==> src/rtl/clk_down_counter.sv <==
// clk_down_counter: loadable, enable-gated down counter / interval timer.
//   One-shot mode (AUTO_RELOAD=0) stops at zero and holds done until load/clr.
//   Periodic mode (AUTO_RELOAD=1) reloads the stored value on terminal count.
// Ports:
//   clk      - rising-edge clock
//   reset    - synchronous active-low reset
//   clr      - synchronous clear of count/state (stored reload value kept)
//   enable   - count-down qualifier while running
//   load     - capture load_val and start counting
//   load_val - start / reload value
//   out      - current count (registered)
//   tc       - terminal-count pulse, one cycle wide (registered)
//   busy     - high while running (registered)
//   done     - high once a one-shot run has expired (registered, sticky)
module clk_down_counter #(
  parameter int unsigned WIDTH       = 8,
  parameter bit          AUTO_RELOAD = 1'b0
) (
  input  logic             clk,
  input  logic             reset,
  input  logic             clr,
  input  logic             enable,
  input  logic             load,
  input  logic [WIDTH-1:0] load_val,
  output logic [WIDTH-1:0] out,
  output logic             tc,
  output logic             busy,
  output logic             done
);

  typedef enum logic [1:0] {
    ST_IDLE = 2'd0,
    ST_RUN  = 2'd1,
    ST_DONE = 2'd2
  } state_e;

  state_e           state_q, state_d;
  logic [WIDTH-1:0] count_q, count_d;
  logic [WIDTH-1:0] reload_q, reload_d;
  logic             tc_q, tc_d;
  logic             busy_q, busy_d;
  logic             done_q, done_d;

  // Next-state / next-output logic; priority clr > load > enable.
  always_comb begin
    state_d  = state_q;
    count_d  = count_q;
    reload_d = reload_q;
    tc_d     = 1'b0;

    if (clr) begin
      state_d = ST_IDLE;
      count_d = '0;
    end else if (load) begin
      reload_d = load_val;
      count_d  = load_val;
      state_d  = (load_val != '0) ? ST_RUN : ST_IDLE;
    end else if (state_q == ST_RUN && enable) begin
      if (count_q > WIDTH'(1)) begin
        count_d = count_q - WIDTH'(1);
      end else begin
        // Terminal count; a zero count can never be decremented, so no wrap.
        tc_d = 1'b1;
        if (AUTO_RELOAD) begin
          count_d = reload_q;
        end else begin
          count_d = '0;
          state_d = ST_DONE;
        end
      end
    end

    busy_d = (state_d == ST_RUN);
    done_d = (state_d == ST_DONE);
  end

  // State and output registers with synchronous active-low reset.
  always_ff @(posedge clk) begin
    if (!reset) begin
      state_q  <= ST_IDLE;
      count_q  <= '0;
      reload_q <= '0;
      tc_q     <= 1'b0;
      busy_q   <= 1'b0;
      done_q   <= 1'b0;
    end else begin
      state_q  <= state_d;
      count_q  <= count_d;
      reload_q <= reload_d;
      tc_q     <= tc_d;
      busy_q   <= busy_d;
      done_q   <= done_d;
    end
  end

  assign out  = count_q;
  assign tc   = tc_q;
  assign busy = busy_q;
  assign done = done_q;

endmodule

==> config.mk <==
export PLATFORM = sky130hd
export DESIGN_NAME = clk_down_counter
export DESIGN_NICKNAME = d
export VERILOG_FILES = /design/src/rtl/clk_down_counter.sv
export SDC_FILE = /design/constraint.sdc
export NUM_CORES = 1
export LEC_CHECK = 0
export CORE_MARGIN = 1.5
export CORE_UTILIZATION = 40
export DETAILED_ROUTE_END_ITERATION = 8
export PLACE_DENSITY_LB_ADDON = 0.2
export SYNTH_ARGS = -nofsm -noshare
export SYNTH_HDL_FRONTEND = slang
export SYNTH_SLANG_ARGS = --single-unit
==> constraint.sdc <==
create_clock -name clk -period 1.5 [get_ports clk]
set_input_delay 0.3 -clock clk [delete_from_list [all_inputs] [get_ports clk]]
set_output_delay 0.3 -clock clk [all_outputs]
set_load 0.03 [all_outputs]
[Word-level counts from Yosys, hierarchy flattened]
Cells that the tools add are included.
Storage, ports and cells
  bits of input ports: 13
  flip-flop bits (word level): 13
Operators by class
  add/sub/neg operators: 1
  multiplexer cells: 9
  equal/unequal tests: 3
  reduce and logical (&&, ||, !) cells: 5
  bitwise operators: 2
  magnitude comparators: 1
Operators by type and width (count)
  $mux 8: 3
  $gt 8x1->1 const B: 1
  $mux 2: 4
  $reduce_bool 8->1: 1
  $sub 8x1->8 const B: 1
  $eq 2x1->1 const B: 2
  $reduce_or 4->1: 1
  $eq 2x2->1 const B: 1
  $mux 1: 2
  $not 1->1: 2
  $reduce_bool 2->1: 1
  $reduce_or 2->1: 1
  $logic_and 1x1->1: 1

[Longest topological paths before layout]
  depth after elaboration: 6
  depth in mapped cells: 6

[Least setup slack after synthesis]
OpenSTA, ideal clock, no wires.
  path type: reg-to-reg
  start point: register count_q[0], in the netlist out[0]
  end point: register count_q[4], in the netlist out[4]
  buffers on the path: 0
  stages on the path, launching flop included: 7
  setup slack: -0.341 ns
  arrival: 1.770 ns
  period minus slack after synthesis: 1.841 ns
  required time: 1.429 ns
  path through: dfxtp_1 inv_1 ha_1 or2_4 a311oi_2 a32oi_1 a21oi_1
On the way
  longest elaborated chain between the ends: 4
  elaborated cells on any way between the ends: 5
  those cells by class: add/sub (1); order compare (1); mux (3)
Ends and longest elaborated chain
  start: declaration: RTL line 38  | logic [WIDTH-1:0] count_q, count_d;
  start signal: assignment: RTL line 88  | count_q <= count_d;
  $sub 8x1->8 / $gt 8x1->1 (equally long branches): RTL line 60, 59
  $mux 8 (*): RTL line 59  | if (count_q > WIDTH'(1)) begin
  $mux 8 (*): RTL line 58  | end else if (state_q == ST_RUN && enable) begin
  $mux 8 (*): RTL line 54  | end else if (load) begin
Every way passes the cells marked *; elsewhere a longest branch is shown, timed or not. The select of a mux whose other input is x is not followed.
A chain may end at the register's enable or synchronous reset.

[Worst setup path in the final report]
  start point: register count_q[1], in the netlist out[1]
  end point: register count_q[7], in the netlist out[7]
Same word-level chain as after synthesis.

==> flow_metrics.tcl <==
set metrics [dict create \
    status "finished, violations left" \
    violations "setup timing" \
    setup_viol 8 \
    initial_core_util_pct 42.8 \
    p_total_uw 824 \
    ff2ff_setup_slack_ns -0.08 \
    worstRegToRegCells 7 \
    cts.sink_count 13 \
    rr_endpoint "out[7]" \
    crit_required_ns 1.71 \
    maxSlewViolCount 0 \
    cts_max_level 1 \
    critical_path.endpoint_type "register" \
    crit_arrival_ns 1.79 \
    met1_length_um 972 \
    nets 143 \
    p_per_area_mw_per_mm2 674 \
    drtPass1Iterations 4 \
    synthArstFlopShare_pct 0 \
    multi_input_area_um2 526 \
    gp_congestion 0.853 \
    hp-class "reg2reg" \
    ant_nets 0 \
    cts_hold_buffers 0 \
    fin_util_pct 70.0 \
    crit_fanout 4 \
    die_area_mm2 0.00214 \
    hold_depth 2 \
    rsz0062_at_grt "yes" \
    cpLargestDelayFamily "compound AO/OA/AOI/OAI gates" \
    rows 15 \
    via_per_inst 5.42 \
    grt_max_degree 17 \
    grt_usage_pct 21.9 \
    path_depth 7 \
    clock_latency_ns 0.28 \
    port_buffers 23 \
    holdPathEnd "done" \
    dp_cells 144 \
    synth_top_flop_cell "dfxtp_1" \
    cts_max_path_buffers 2 \
    min_period_ns 1.58 \
    synth_common_cells "dfxtp_1, nor2_1, nand2_1, o21ai_0" \
    clk_pin_slew_worst_paths_ns 0.09 \
    worstSetupPathType "reg2reg" \
    synth_area_leaders "dfxtp_1, ha_1, o21ai_0" \
    ys_seq_area_share_pct 34.8 \
    synth_cell_types 39 \
    synth_most_common_cell "dfxtp_1" \
    synth_edf_count 0 \
    cp_slowest_cell "dfxtp_4" \
    stdcell_count 152 \
    min_from "state_q[1]" \
    layout_setup_ws_ns -0.0814 \
    power.leakage_uw 0.000499 \
    drc 0 \
    io_pins 24 \
    regArea_um2 269 \
    drv_cap 0 \
    yosysWarnings 0 \
    area_growth_pct 63.7 \
    synthCells 86 \
    avgSynthCellArea_um2 8.69 \
    first_iter_violations 27 \
    wl_met3_um 66 \
    cts_root_buffer "clkbuf_4" \
    cts_tree "yes" \
    finalClockSkew_ns 0.00386 \
    die_w_um 46.2 \
    fin_crit_sh_pct 105 \
    cts_buffers 3 \
    diodes 0 \
    worstMarginPinSlew_ns 0.396 \
    die_y_um 46.2 \
    antenna_found_initial 0 \
    post-dp-hpwl_um 1650 \
    worstReg2RegStart "out[1]" \
    grt_pass1_vias 758 \
    wl_um 2220 \
    synth_nets 101 \
    fp.coreArea_mm2 0.00175 \
    crit_chain "inv_4 > ha_4 > or2_4 > a311oi_4 > buf_4 > o21ai_2 > a31oi_1" \
    yosys_register_bits 13 \
    peakVddDrop_mv 0.550 \
    clock.fmax_ghz 0.632 \
    routedWlPerCell_um 14.6 \
    fillers 146 \
    relSlewSlack_pct 73.3 \
    via_count 824 \
    max_stage_delay_ns 0.37 \
    synth.largest_area_cell "dfxtp_1" \
    syn_area_um2 747 \
    drive_gt1_share_pct 31.5 \
    grt_overflow_total 0 \
    grt_pass1_wl_um 3270 \
    wl_met2_um 1140 \
    routed.top_layer "met4" \
    hold_viol_final 0 \
    cp-start-kind "register" \
    critPathBufInv 2 \
    synth_top_area_share_pct 34.8 \
]
power by group:
group / leakage, uW / internal, uW / switching, uW / total (uW)
sequential: 0.000108 / 354 / 14.8 / 369
clock: 0.0000150 / 103 / 123 / 227
combinational: 0.000376 / 117 / 112 / 229
worst min-delay path, cell delays in order, from the launching register on:
cell	delay, ns
dfxtp_1	0.34
nand2b_1	0.09
a211oi_2	0.06
repair_timing:
item,in CTS,in global routing
pin swaps,2,8
endpoints found under the setup margin,18,11
gates resized for setup,12,10
buffers inserted,0,4
worst max path at each step:
stage	startpoint	to	slack (ns)
after floorplan	out[1]	out[4]	-0.01
after global placement	enable	out[5]	-0.17
after detailed placement	enable	out[5]	-0.23
after CTS	out[1]	out[4]	-0.09
after global routing	out[1]	out[4]	-0.15
final	out[1]	out[7]	-0.08
cells in the final DEF (no fill, tap or decap), types with 3 or more instances in the layout:
| master | n |
|---|---|
| a21oi_1 | 4 |
| a31oi_1 | 3 |
| buf_4 | 16 |
| clkbuf_4 | 3 |
| clkdlybuf4s50_1 | 12 |
| dfxtp_1 | 10 |
| dlygate4sd2_1 | 10 |
| nand2_1 | 5 |
| nor2_1 | 5 |
| nor2b_1 | 3 |
| o21ai_0 | 4 |
flip-flops by register name, indices dropped and copies added (netlist names):
register,flops
busy,1
done,1
out,8
state_q,2
tc,1
metal layers:
metal  global-route usage, %  vias to the layer above
li1                        -                      409
met1                    26.9                      390
met2                    35.8                       17
met3                    3.92                        8
met4                    12.0                        0
met5                       0                        -
stage by stage:
stage	hold WS [ns]	TNS, ns	setup slack (ns)	cell area [um^2]
after floorplan	0.434	-0.0144	-0.0131	793
after detailed placement	0.506	-1.95	-0.229	1150
final	0.535	-0.400	-0.0814	1220
after global routing	0.564	-0.909	-0.152	1220
after global placement	0.518	-1.39	-0.171	1150
after CTS	0.532	-0.442	-0.0909	1160
cell families (layout without fill, tap and decap cells):
logic type	after synthesis	count (layout)	share of synthesized area (%)
AOI/OAI and AO/OA	28	28	25.8
xor gates and xnor gates	1	1	1.17
adders and majority gates	2	2	3.35
buffers and inverters	7	48	3.68
DFF	13	13	34.8
and+or+nand+nor	35	35	31.2
cell type report:
class | instances | area share, %
multi-input combinational | 66 | 43.0
timing repair buffer | 40 | 28.9
sequential | 13 | 22.0
tap | 25 | 2.56
clock buffer | 4 | 2.15
inverter | 4 | 1.43
Power figures use the tool's default switching activity.
